**src/rtl/sram_pkg.sv**
```systemverilog
// Shared widths and FSM state type for the asynchronous-SRAM host sequencer.
package sram_pkg;

  localparam int SRAM_ADDR_W = 18;
  localparam int SRAM_DATA_W = 16;
  localparam int WAIT_CNT_W  = 4;

  typedef enum logic [2:0] {
    IDLE,
    SETUP,
    ACCESS,
    HOLD,
    DONE
  } state_e;

endpackage

```
**src/rtl/sram_host_seq.sv**
```systemverilog
// Host-side sequencer for an asynchronous SRAM: accepts one request at a time and
// walks SETUP / ACCESS / HOLD / DONE with every strobe driven straight from a flop.
module sram_host_seq
  import sram_pkg::*;
#(
  parameter int unsigned WAIT_CYCLES = 1,
  parameter bit          HOLD_CYCLE  = 1'b1
) (
  input  logic                   iCLK,
  input  logic                   iRST_N,
  input  logic                   iREQ,
  output logic                   oREADY,
  input  logic                   iRW,
  input  logic [SRAM_ADDR_W-1:0] iADDR,
  input  logic [SRAM_DATA_W-1:0] iWDATA,
  input  logic [1:0]             iBE_N,
  output logic                   oACK,
  output logic [SRAM_DATA_W-1:0] oRDATA,
  output logic [SRAM_ADDR_W-1:0] oSRAM_ADDR,
  output logic [SRAM_DATA_W-1:0] oSRAM_WDATA,
  input  logic [SRAM_DATA_W-1:0] iSRAM_RDATA,
  output logic                   oSRAM_WE_N,
  output logic                   oSRAM_OE_N,
  output logic                   oSRAM_CE_N,
  output logic [1:0]             oSRAM_BE_N
);

  state_e                 state_q;
  logic                   ready_q;
  logic                   ack_q;
  logic                   rw_q;
  logic [WAIT_CNT_W-1:0]  cnt_q;
  logic [SRAM_ADDR_W-1:0] addr_q;
  logic [SRAM_DATA_W-1:0] wdata_q;
  logic [SRAM_DATA_W-1:0] rdata_q;
  logic [1:0]             be_n_q;
  logic                   we_n_q;
  logic                   oe_n_q;
  logic                   ce_n_q;

  // Strobes are updated on the same edge as the state change, so each one already
  // reflects the state being entered and no output depends on an input combinationally.
  // NOTE: all state here uses non-blocking assignments so every flop samples the
  // pre-edge values; blocking assignments would make the result depend on statement order.
  always_ff @(posedge iCLK) begin
    if (!iRST_N) begin
      state_q <= IDLE;
      ready_q <= 1'b1;
      ack_q   <= 1'b0;
      rw_q    <= 1'b0;
      cnt_q   <= '0;
      addr_q  <= '0;
      wdata_q <= '0;
      rdata_q <= '0;
      be_n_q  <= 2'b11;
      we_n_q  <= 1'b1;
      oe_n_q  <= 1'b1;
      ce_n_q  <= 1'b1;
    end else begin
      ack_q <= 1'b0;
      unique case (state_q)
        IDLE: begin
          if (iREQ && ready_q) begin
            rw_q    <= iRW;
            addr_q  <= iADDR;
            wdata_q <= iWDATA;
            // Reads always fetch the full word, so both lanes are enabled for them.
            be_n_q  <= iRW ? iBE_N : 2'b00;
            ready_q <= 1'b0;
            ce_n_q  <= 1'b0;
            we_n_q  <= 1'b1;
            oe_n_q  <= iRW;
            state_q <= SETUP;
          end
        end
        SETUP: begin
          cnt_q   <= WAIT_CNT_W'(WAIT_CYCLES);
          we_n_q  <= ~rw_q;
          state_q <= ACCESS;
        end
        ACCESS: begin
          if (cnt_q != '0) begin
            cnt_q <= cnt_q - WAIT_CNT_W'(1);
          end else begin
            if (!rw_q) begin
              rdata_q <= iSRAM_RDATA;
            end
            we_n_q <= 1'b1;
            if (rw_q && HOLD_CYCLE) begin
              state_q <= HOLD;
            end else begin
              ce_n_q  <= 1'b1;
              oe_n_q  <= 1'b1;
              ack_q   <= 1'b1;
              state_q <= DONE;
            end
          end
        end
        HOLD: begin
          ce_n_q  <= 1'b1;
          ack_q   <= 1'b1;
          state_q <= DONE;
        end
        DONE: begin
          ready_q <= 1'b1;
          state_q <= IDLE;
        end
        default: begin
          ready_q <= 1'b1;
          we_n_q  <= 1'b1;
          oe_n_q  <= 1'b1;
          ce_n_q  <= 1'b1;
          state_q <= IDLE;
        end
      endcase
    end
  end

  assign oREADY      = ready_q;
  assign oACK        = ack_q;
  assign oRDATA      = rdata_q;
  assign oSRAM_ADDR  = addr_q;
  assign oSRAM_WDATA = wdata_q;
  assign oSRAM_BE_N  = be_n_q;
  assign oSRAM_WE_N  = we_n_q;
  assign oSRAM_OE_N  = oe_n_q;
  assign oSRAM_CE_N  = ce_n_q;

endmodule

```
**config.mk**
```make
export PLATFORM = sky130hd
export DESIGN_NAME = sram_host_seq
export DESIGN_NICKNAME = d
export VERILOG_FILES = /design/src/rtl/sram_pkg.sv /design/src/rtl/sram_host_seq.sv
export SDC_FILE = /design/constraint.sdc
export NUM_CORES = 1
export LEC_CHECK = 0
export ABC_AREA = 1
export BUFFER_PORTS_ARGS = -buffer_cell sky130_fd_sc_hd__buf_2
export CAP_MARGIN = 20
export CORE_ASPECT_RATIO = 0.6
export CORE_MARGIN = 5
export CORE_UTILIZATION = 45
export CTS_CLUSTER_DIAMETER = 100
export DETAILED_ROUTE_END_ITERATION = 10
export PLACE_DENSITY = 0.76
export SETUP_SLACK_MARGIN = 0.2
export SLEW_MARGIN = 0
export SYNTH_ARGS = -nofsm -noshare
export SYNTH_HDL_FRONTEND = slang
export SYNTH_SLANG_ARGS = --single-unit
```
**constraint.sdc**
```tcl
create_clock -name iCLK -period 1.4 [get_ports iCLK]
set_input_delay 0.14 -clock iCLK [delete_from_list [all_inputs] [get_ports iCLK]]
set_output_delay 0.14 -clock iCLK [all_outputs]
set_load 0.03 [all_outputs]
```
-- Word-level counts from Yosys, hierarchy flattened
Cells that the tools add are included.
- add/subtract/negate cells: 1
- equal/unequal tests: 8
- multiplexer cells: 20
- bitwise gates (word level): 6
- reduce and logical (&&, ||, !) cells: 16
- operators by type and width (cell ; count):
    3-bit one-hot mux with 4 select lines ; 1
    3-bit 2-to-1 mux ; 3
    1-bit 2-to-1 mux ; 8
    2-bit != test, second input constant ; 4
    4-bit one-hot mux with 2 select lines ; 1
    2-bit AND reduction ; 4
    4-bit AND reduction ; 2
    3-bit by 2-bit equality test with 1-bit output, second input constant ; 2
    1-bit NOT ; 6
    1-bit one-hot mux with 3 select lines ; 2
    3-bit AND reduction ; 2
    3-bit OR reduction ; 2
    4-bit 2-to-1 mux ; 1
    1-bit one-hot mux with 2 select lines ; 2
    1-bit one-hot mux with 4 select lines ; 1
    4-bit nonzero test ; 1
    2-bit OR reduction ; 2
    4-bit by 1-bit subtractor with 4-bit output, second input constant ; 1
    3-bit by 1-bit equality test with 1-bit output, second input constant ; 1
    3-bit equality test, second input constant ; 1
    3-bit zero test ; 1
    2-bit 2-to-1 mux ; 1
    2-bit nonzero test ; 1
    1-bit logical AND ; 1
- bits in registers: 65
- input bits: 56
- output and inout bits: 57
- logic and storage cells: 63

-- Logic depth before layout (Yosys ltp)
Gate-level depths: netlist of the first run.
- word-level depth: 4
- mapped depth: 9
- mapped depth without buffers: 9

-- Worst setup path before layout of the first run
No wires, ideal clock.
- kind: reg2reg
- start point: register ready_q (netlist: oREADY)
- end point: register be_n_q[0] (netlist: oSRAM_BE_N[0])
- library setup time: 0.128 ns
- arrival: 1.235 ns
- data required time: 1.272 ns
- path slack: 0.036 ns
- stages on the path, launching flop included: 8
- buffers on the path: 2
- period minus slack after synthesis: 1.364 ns
- path through: dfxtp_1 > nand2_1 > nor2_4 > buf_12 > inv_12 > buf_12 > nand2_2 > nand3_1
- word-level cells in the longest chain between the ends: 2
- ends and longest elaborated chain (element ; line ; source):
    start, declared ; sram_host_seq.sv:29 ; logic ready_q;
    start signal, assigned ; sram_host_seq.sv:48 ; ready_q <= 1'b1;
    start signal, assigned ; sram_host_seq.sv:69 ; ready_q <= 1'b0;
    start signal, assigned ; sram_host_seq.sv:105 ; ready_q <= 1'b1;
    1-bit logical AND ; sram_host_seq.sv:63 ; if (iREQ && ready_q) begin
    2-bit AND reduction (no line) ; n/a ;
    end signal, assigned ; sram_host_seq.sv:68 ; be_n_q <= iRW ? iBE_N : 2'b00;
    end, declared ; sram_host_seq.sv:36 ; logic [1:0] be_n_q;
Every way passes these cells.
A chain may end at the register's enable or synchronous reset.

-- Worst setup path in the final report of the first run
- start point: register state_q[1]
- end point: register wdata_q[15] (netlist: oSRAM_WDATA[15])
- word-level cells in the longest chain between the ends: 2
- ends and longest elaborated chain (element ; line ; source):
    start, declared ; sram_host_seq.sv:28 ; state_e state_q;
    start signal, assigned ; sram_host_seq.sv:47 ; state_q <= IDLE;
    start signal, assigned ; sram_host_seq.sv:73 ; state_q <= SETUP;
    start signal, assigned ; sram_host_seq.sv:79 ; state_q <= ACCESS;
    3-bit zero test ; sram_host_seq.sv:61 ; unique case (state_q)
    2-bit AND reduction (no line) ; n/a ;
    end signal, assigned ; sram_host_seq.sv:66 ; wdata_q <= iWDATA;
    end, declared ; sram_host_seq.sv:34 ; logic [SRAM_DATA_W-1:0] wdata_q;
Every way passes these cells.

==> results of run 1 <==
[how the worst max path moves through the flow]
stage / startpoint / end / slack, ps
floorplan: cnt_q[1]$_SDFFE_PN0P_ / oRDATA[10]$_SDFFE_PN0P_ / 180
global placement: cnt_q[0]$_SDFFE_PN0P_ / oRDATA[14]$_SDFFE_PN0P_ / 40
detailed placement: cnt_q[0]$_SDFFE_PN0P_ / oRDATA[10]$_SDFFE_PN0P_ / -20
CTS: cnt_q[0]$_SDFFE_PN0P_ / oRDATA[7]$_SDFFE_PN0P_ / 80
global route: cnt_q[0]$_SDFFE_PN0P_ / oRDATA[15]$_SDFFE_PN0P_ / -50
finish: state_q[1]$_SDFFE_PN0P_ / oSRAM_WDATA[15]$_SDFFE_PN0P_ / -1
[cells by family (layout without fill, tap and decap cells)]
family	count (synthesis)	count (layout)	synth area share
buf+inv	30	179	0.0855
simple gates	163	165	0.295
flops	65	65	0.499
fa+ha+maj	1	1	0.00480
compound gates	60	60	0.115
[worst min-delay path, stage by stage]
cell	delay [ps]
buf_2	80
nor2_2	30
nor2_1	60
[sequential cells by signal (all words and copies together) (netlist names), 2 cells and up]
register	count
cnt_q	4
oRDATA	16
oSRAM_ADDR	18
oSRAM_BE_N	2
oSRAM_WDATA	16
state_q	3
[power breakdown]
part / leakage (nW) / total (mW) / switching, mW / internal [mW]
Combinational: 1.29 / 4.03 / 2.42 / 1.61
Clock: 0.0845 / 1.39 / 0.716 / 0.674
Sequential: 0.537 / 2.58 / 0.301 / 2.28
Total: 1.91 / 8.00 / 3.44 / 4.56
[Yosys cell counts, types with 2 or more instances]
cell type  number
nand3_1        17
buf_8           4
buf_6           2
o21ai_0        49
buf_2           2
inv_1          11
o21ai_1         3
nand2_1        24
nor2_2         29
buf_12          2
nand2_2         2
clkbuf_1        5
a21oi_1         8
inv_2           2
dfxtp_1        65
nor2_4          3
nor2_1         81
[stage by stage]
stage | total power, mW | TNS (ps) | area (µm²) | instances | setup slack [ps]
floorplan | 4.55 | 0 | 2630 | 319 | 177
global placement | 5.04 | 0 | 3180 | 499 | 36.4
detailed placement | 5.09 | -97.8 | 3180 | 499 | -16.8
CTS | 7.51 | 0 | 3880 | 546 | 79.8
global route | 8.42 | -515 | 4150 | 550 | -47.8
finish | 8.00 | -1.02 | 4150 | 550 | -1.02
[area by class of cell]
cell class              count  share of cell area
well taps                  80              0.0241
clock inverters             5             0.00754
clock buffers              10              0.0332
inverters                  15              0.0205
repair buffers            143               0.240
multi-input cells         226               0.338
flip-flops and latches     65               0.317
repair inverters            6              0.0196
[metal layers]
metal	track usage	vias to the layer above	share of wire
met1	0.304	1247	0.46
met4	0.0724	0	0.0052
met3	0.0772	7	0.098
met5	0	-	0
met2	0.346	106	0.43
li1	-	1334	-
[timing repair]
item	in CTS	in global routing
gates resized for setup	65	72
setup endpoints to repair	64	64
hold buffers	1	0
pin swaps	32	32
gates cloned	12	2
hold endpoints to repair	1	0
setup buffers	19	2
==> metrics, run 1 <==
Avg Inst Size Synth 8.17 µm²; maximum vdd drop 0.991 mV; hold path cells 3; CTS max path bufs 2; CP max-delay cell dfxtp_4; Routed Wire Length 8490 µm; hpwl dp between 4000 and 5000 µm; most common cell after layout, fill and taps aside buf_2; Max Slew Vio Count 0; reg2reg path depth 8; max-cap viol count 0; CTS Root Cell clkbuf_8; Post-synth EDFFs 0; worst path cell trace nor2_4 > nand2_4 > nor2_4 > buf_12 > buf_16 > inv_16 > nor2_2 > nor2_1; Port Buffer Count 112; largest net degree at the start of global routing 33; Synth warnings 0; hold endpoint oSRAM_WDATA[10]$_SDFFE_PN0P_; clock sinks 65; fin nets ~520; Worst EP arrival 1620 ps; H-Tree Depth 3; critical path depth 8; final critical-path share of the clock period 1.00; count of unique library cells instantiated by Yosys 27; commonest cells after routing, fill and taps aside 112 x buf_2, 67 x nor2_1, 59 x dfxtp_1, 33 x nor2_2, 31 x o21ai_2; First-pass DRT Iterations 4; sequential element share of the synthesized area 0.499; Req. time, crit path 1620 ps; reg2reg start state_q[1]$_SDFFE_PN0P_; routed vias/inst 4.90; asr flop ratio synth 0; Tot GR Track Use 0.227; WL/cell 15.4 µm; layout cells sized above 1 0.585; clock buffer count from CTS 9; Crit path top cell by count nor2_4; critical path launch point type flip-flop; worst clock skew 8.90 ps; delay-heaviest family, CP simple AND/OR/NAND/NOR gates; failing checks setup timing; Max Freq 714 MHz; number of global-route vias before repair 2587; main flop type after synthesis dfxtp_1; first-pass GRT wire length 12600 µm; Worst slew margin 0.694; DRC violations left 0; final worst setup slack -1.02 ps; gr ovfl total 0; dominant cell type by area after synthesis dfxtp_1; Hold Vio Cnt, Final 0; Crit path largest cell delay approximately 370 ps; WS Path Type reg -> reg; Area contributors post-synth dfxtp_1 50%, nor2_1 12%, o21ai_0 9.4%, nor2_2 7.0%, nand2_1 3.5%; status finished with violations; Crit. End Element flip-flop; Clk Latency, worst-skew pair 340 ps; initial core utilization 0.466; cell count after synthesis ~320; area share of the largest cell type after synthesis 0.499; power density cells 1930 nW/µm²; Synthesized Nets between 300 and 400; ant diodes 0; Bufs and invs on worst path 3; GPL Wtd Cong between 0.8 and 0.9; # IOs 113; TritonCTS clock tree built; Vias 2694; Die Ht 69.0 µm; initial antenna violation count 0; RSZ-0062 raised after global routing yes; min-delay src iWDATA[10]; Final Util 0.741; die area approximately 7500 µm²; CP Max Fanout 10; # setup viols final 1; num rows 21; Die Width ~110 µm; Layout fillers between 400 and 500; Clk pin slew, worst setup/hold paths 70 ps; Tmin final about 1400 ps; FF-to-FF End oSRAM_WDATA[15]$_SDFFE_PN0P_; Hold Path Class in -> reg; #FFs+latches synth 65; Layout area overhead 59.1%; Leak approximately 1.9 nW; DR iter-0 viols 127; Hold WS approximately 6.0 ps; core box area around 5600 µm²; register area between 1000 and 1500 µm²; Worst-Margin Slew 459 ps; Syn Std Cell Area 2610 µm²; multi-input logic area 1400 µm²; Final ANT Viol Nets 0; R2R setup slack -1 ps
Note: power is estimated with default switching activity, not from simulation.
==> inputs of run 2 (changes only) <==
--- a/config.mk
+++ b/config.mk
@@ -8,12 +8,10 @@
 export ABC_AREA = 1
 export BUFFER_PORTS_ARGS = -buffer_cell sky130_fd_sc_hd__buf_2
 export CAP_MARGIN = 20
-export CORE_ASPECT_RATIO = 0.6
 export CORE_MARGIN = 5
-export CORE_UTILIZATION = 45
+export CORE_UTILIZATION = 25
 export CTS_CLUSTER_DIAMETER = 100
 export DETAILED_ROUTE_END_ITERATION = 10
-export PLACE_DENSITY = 0.76
 export SETUP_SLACK_MARGIN = 0.2
 export SLEW_MARGIN = 0
 export SYNTH_ARGS = -nofsm -noshare
==> run 2 against run 1 <==
Net effect: the flow now finishes without violations; utilization decreased by 36 points; die area increased by 68%; non-clock buffer count decreased by 10; worst setup slack improved by 56 ps; clock skew decreased by 2.3 ps; fmax increased by 4.2%; critical endpoint is now oRDATA[3]$_SDFFE_PN0P_; largest cell class is now flip-flops and latches.
==> metrics, run 2 (synthesis results as in run 1) <==
status complete, no violations; Die Ht between 100 and 150 µm; multi-input logic area between 1000 and 1500 µm²; WS Path Type reg -> reg; worst path cell trace inv_2 > ha_4 > nand2_4 > nor2_4 > nand3_4 > o21ai_0 > nor2_1; gr ovfl total 0; initial core utilization 0.255; Worst-Margin Slew 360 ps; Routed Wire Length roughly 7500 µm; Tot GR Track Use 0.120; Die Width 112 µm; DRC violations left 0; hpwl dp 4900 µm; min-delay src iADDR[6]; H-Tree Depth 3; CP max-delay cell dfxtp_2; largest net degree at the start of global routing 30; GPL Wtd Cong 0.765; Worst slew margin 0.760; critical path launch point type flip-flop; Max Slew Vio Count 0; Largest register FFs 18; FF-to-FF End oRDATA[3]$_SDFFE_PN0P_; Leak 1.78 nW; Layout area overhead 48.8%; # IOs between 100 and 150; num rows 37; Crit path largest cell delay 330 ps; RSZ-0062 raised after global routing yes; delay-heaviest family, CP simple AND/OR/NAND/NOR gates; register area between 1000 and 1500 µm²; Clk Latency, worst-skew pair 340 ps; Vias 2501; final critical-path share of the clock period 0.960; Req. time, crit path 1640 ps; maximum vdd drop 0.586 mV; commonest cells after routing, fill and taps aside 112 x buf_2, 75 x nor2_1, 60 x dfxtp_1, 33 x nor2_2, 25 x o21ai_0; DR iter-0 viols 129; TritonCTS clock tree built; pre-CTS setup slack 12.5 ps; Layout fillers 1054; layout cells sized above 1 0.496; Clk pin slew, worst setup/hold paths 80 ps; ant diodes 0; power density cells 1910 nW/µm²; placed inst area 3270 µm²; CTS Root Cell clkbuf_8; Final Instance Area 3880 µm²; hold path cells 3; CP Max Fanout 10; most common cell after layout, fill and taps aside buf_2; Port Buffer Count 112; fin nets 508; worst clock skew 6.59 ps; initial antenna violation count 0; die area 12600 µm²; first-pass GRT wire length 12100 µm; core box area 10200 µm²; WL/cell about 13 µm; Hold Path Class in -> reg; CTS max path bufs 2; Worst EP arrival 1580 ps; Final ANT Viol Nets 0; routed vias/inst 4.22; Tmin final 1340 ps; clock buffer count from CTS 9; reg2reg start cnt_q[1]$_SDFFE_PN0P_; reg2reg path depth 7; max-cap viol count 0; Crit. End Element flip-flop; # setup viols final 0; R2R setup slack 60 ps; Hold Vio Cnt, Final 0; clock sinks 65; hold endpoint oSRAM_ADDR[6]$_SDFFE_PN0P_; First-pass DRT Iterations 4; Bufs and invs on worst path 1; Max Freq 744 MHz; number of global-route vias before repair 2546; final worst setup slack ~55 ps
-- run 2: power breakdown --
| group | switching (mW) | internal (mW) | total, mW |
|---|---|---|---|
| combinational | 2.07 | 1.15 | 3.21 |
| sequential | 0.262 | 2.28 | 2.54 |
| clock | 0.749 | 0.894 | 1.64 |
| total | 3.08 | 4.32 | 7.39 |
-- run 2: metrics by stage --
step	setup TNS, ps	hold slack (ps)	total power [mW]	std cells	utilization
3_5_place_dp	0	369	5.12	556	0.319
6_report	0	18.1	7.39	592	0.379
2_1_floorplan	0	268	4.55	319	-
4_1_cts	0	0.119	7.30	591	0.367
3_3_place_gp	0	361	5.07	556	0.319
5_1_grt	-419	7.13	7.89	592	0.379
-- run 2: how the worst max path moves through the flow --
stage,cells past startpoint,endpoint,start,slack [ps]
floorplan,8,oRDATA[10]$_SDFFE_PN0P_,cnt_q[1]$_SDFFE_PN0P_,180
global placement,8,oRDATA[14]$_SDFFE_PN0P_,cnt_q[1]$_SDFFE_PN0P_,80
finish,7,oRDATA[3]$_SDFFE_PN0P_,cnt_q[1]$_SDFFE_PN0P_,60
detailed placement,8,oRDATA[3]$_SDFFE_PN0P_,cnt_q[1]$_SDFFE_PN0P_,10
CTS,9,oSRAM_WE_N$_SDFFE_PN1P_,cnt_q[0]$_SDFFE_PN0P_,50
global route,9,oSRAM_CE_N$_SDFFE_PN1P_,cnt_q[1]$_SDFFE_PN0P_,-50
-- run 2: layout make-up --
type | instances | share of cell area
multi-input combinational | 226 | 0.328
sequential | 65 | 0.338
clock buffer | 13 | 0.0490
clock inverter | 3 | 0.00516
timing repair inverter | 1 | 0.00419
tap | 136 | 0.0439
timing repair buffer | 133 | 0.207
inverter | 15 | 0.0245
-- run 2: what timing repair did --
item	4_1_cts	5_1_grt
setup endpoints to repair	62	64
pin swaps	14	11
cloned	3	0
endpoints found under the hold margin	6	0
hold buffers	6	0
setup buffers	10	1
gates resized for setup	21	45
-- run 2: layer usage --
layer / part of all wire / wire, µm / track usage / vias up
li1: - / - / - / 1289
met1: 0.45 / 3320 / 0.140 / 1129
met2: 0.47 / 3530 / 0.195 / 76
met3: 0.066 / 492 / 0.0383 / 7
met4: 0.014 / 106 / 0.0665 / 0
met5: 0 / 0 / 0 / -
-- run 2: worst reg2reg max path: stages, from the launching register on --
cell and delay (ps):
dfxtp_2 330, inv_2 60, ha_4 140, nand2_4 50, nor2_4 200, nand3_4 190
o21ai_0 210, nor2_1 60
==> inputs of run 3 (changes only) <==
--- a/config.mk
+++ b/config.mk
@@ -8,11 +8,9 @@
 export ABC_AREA = 1
 export BUFFER_PORTS_ARGS = -buffer_cell sky130_fd_sc_hd__buf_2
 export CAP_MARGIN = 20
-export CORE_MARGIN = 5
+export CORE_MARGIN = 8
 export CORE_UTILIZATION = 25
-export CTS_CLUSTER_DIAMETER = 100
 export DETAILED_ROUTE_END_ITERATION = 10
-export SETUP_SLACK_MARGIN = 0.2
 export SLEW_MARGIN = 0
 export SYNTH_ARGS = -nofsm -noshare
 export SYNTH_HDL_FRONTEND = slang
==> run 3 against run 2 <==
Net effect: the run now ends with setup timing left; clock power down 16%; non-clock buffer count down 13; fmax down 5.2%; first-iteration DRC count is 19% lower; register-to-register slack lost 70 ps; sequential share of layout area is 3.3 points higher; die area increased by 11%; clock skew barely moved; combinational power decreased by 13%; via count shrank 1.5%; cell count decreased by 2.5%.
==> metrics, run 3 (synthesis results as in run 1) <==
Worst-Margin Slew a little over 300 ps; DRC violations left 0; layout cells sized above 1 0.422; Hold Vio Cnt, Final 0; final critical-path share of the clock period 1.01; CTS Root Cell clkbuf_8; TritonCTS clock tree built; critical path launch point type flip-flop; CP Max Fanout 9; # setup viols final 2; Crit. End Element flip-flop; # IOs 113; Routed Wire Length 7460 µm; reg2reg start cnt_q[1]$_SDFFE_PN0P_; H-Tree Depth 3; maximum vdd drop 0.548 mV; Largest register FFs 18; status finished with violations; WL/cell 12.9 µm; Clk Latency, worst-skew pair around 340 ps; first-pass GRT wire length 12000 µm; RSZ-0062 raised after global routing yes; core box area around 10000 µm²; power density cells 1900 nW/µm²; Tot GR Track Use 0.105; Die Width approximately 120 µm; R2R setup slack -20 ps; Vias 2464; reg2reg path depth 8; hpwl dp around 5100 µm; Layout fillers 1103; min-delay src iWDATA[11]; final setup TNS -22.3 ps; initial core utilization 0.255; final worst setup slack -18.3 ps; num rows 37; CTS max path bufs 2; Max Slew Vio Count 0; First-pass DRT Iterations 4; Worst slew margin 0.798; number of global-route vias before repair 2498; clock buffer count from CTS 9; worst clock skew a little over 6 ps; commonest cells after routing, fill and taps aside 112 x buf_2, 80 x nor2_1, 63 x dfxtp_1, 36 x o21ai_0, 28 x nor2_2; clock sinks 65; Max Freq 705 MHz; gr ovfl total 0; fin nets 494; DR iter-0 viols 105; Worst EP arrival 1640 ps; FF-to-FF End oRDATA[5]$_SDFFE_PN0P_; max-cap viol count 0; WS Path Type reg -> reg; Hold Path Class in -> reg; Clk pin slew, worst setup/hold paths 70 ps; Final ANT Viol Nets 0; Port Buffer Count 112; Req. time, crit path 1620 ps; routed vias/inst 4.27; Leak 1.65 nW; failing checks setup timing; die area around 14000 µm²; Die Ht 118 µm; hold path cells 3; ant diodes 0; Tmin final 1420 ps; Layout area overhead 34.6%; most common cell after layout, fill and taps aside buf_2; hold endpoint oSRAM_WDATA[11]$_SDFFE_PN0P_; initial antenna violation count 0; Final Power 6.65 mW; largest net degree at the start of global routing 59; Crit. Startpoint cnt_q[1]$_SDFFE_PN0P_; GPL Wtd Cong 0.769
-- run 3: final cells by class --
class	instances	area, µm²	area share
Sequential cell	65	1300	0.372
Multi-Input combinational cell	226	1140	0.326
Timing Repair Buffer	120	648	0.185
Tap cell	136	170	0.0485
Clock buffer	11	141	0.0403
Inverter	15	78.8	0.0225
Clock inverter	4	20.0	0.00571
-- run 3: power by group --
| part | total, mW | leakage [nW] | internal [mW] | switching (mW) |
|---|---|---|---|---|
| Clock | 1.37 | 0.0887 | 0.669 | 0.700 |
| Combinational | 2.78 | 1.03 | 0.890 | 1.89 |
| Sequential | 2.50 | 0.534 | 2.27 | 0.230 |
| Total | 6.65 | 1.65 | 3.83 | 2.82 |
-- run 3: worst max-delay path, cell delays in order (launching register included) --
cell and delay, ps:
dfxtp_1 330, inv_2 80, ha_4 140, nand2_2 60, nor2_4 150, buf_4 160, nand3_4 120, o21ai_0 200
nor2_1 60
-- run 3: worst max-delay path by stage --
stage | cells past startpoint | to | slack (ps)
floorplan | 7 | oSRAM_BE_N[0]$_SDFFE_PN1P_ | 40
global placement | 8 | oRDATA[3]$_SDFFE_PN0P_ | 60
detailed placement | 8 | oRDATA[14]$_SDFFE_PN0P_ | 4
CTS | 7 | oRDATA[9]$_SDFFE_PN0P_ | 9
global route | 8 | oRDATA[5]$_SDFFE_PN0P_ | -110
finish | 8 | oRDATA[5]$_SDFFE_PN0P_ | -20
-- run 3: layer usage --
layer	up-vias	wire length, µm	track usage
li1	1261	-	-
met4	0	102	0.0504
met1	1118	3260	0.119
met3	8	546	0.0446
met5	-	0	0
met2	77	3550	0.168
-- run 3: stage by stage --
step / util / setup WS [ps] / hold WS, ps / area, µm² / cells
after global routing: 0.343 / -108 / 4.63 / 3510 / 577
final: 0.343 / -18.3 / 27.3 / 3510 / 577
after CTS: 0.334 / 9.39 / 0.172 / 3410 / 572
after floorplan: - / 36.4 / 268 / 2610 / 319
after detailed placement: 0.317 / 4.15 / 375 / 3240 / 556
after global placement: 0.317 / 58.1 / 363 / 3240 / 556
-- run 3: what timing repair did --
item,in CTS,in global routing
setup buffers,0,3
resized for setup,1,28
setup endpoints to repair,7,33
hold buffers,1,0
pin swaps,0,6
hold endpoints to repair,1,0
cloned,0,2
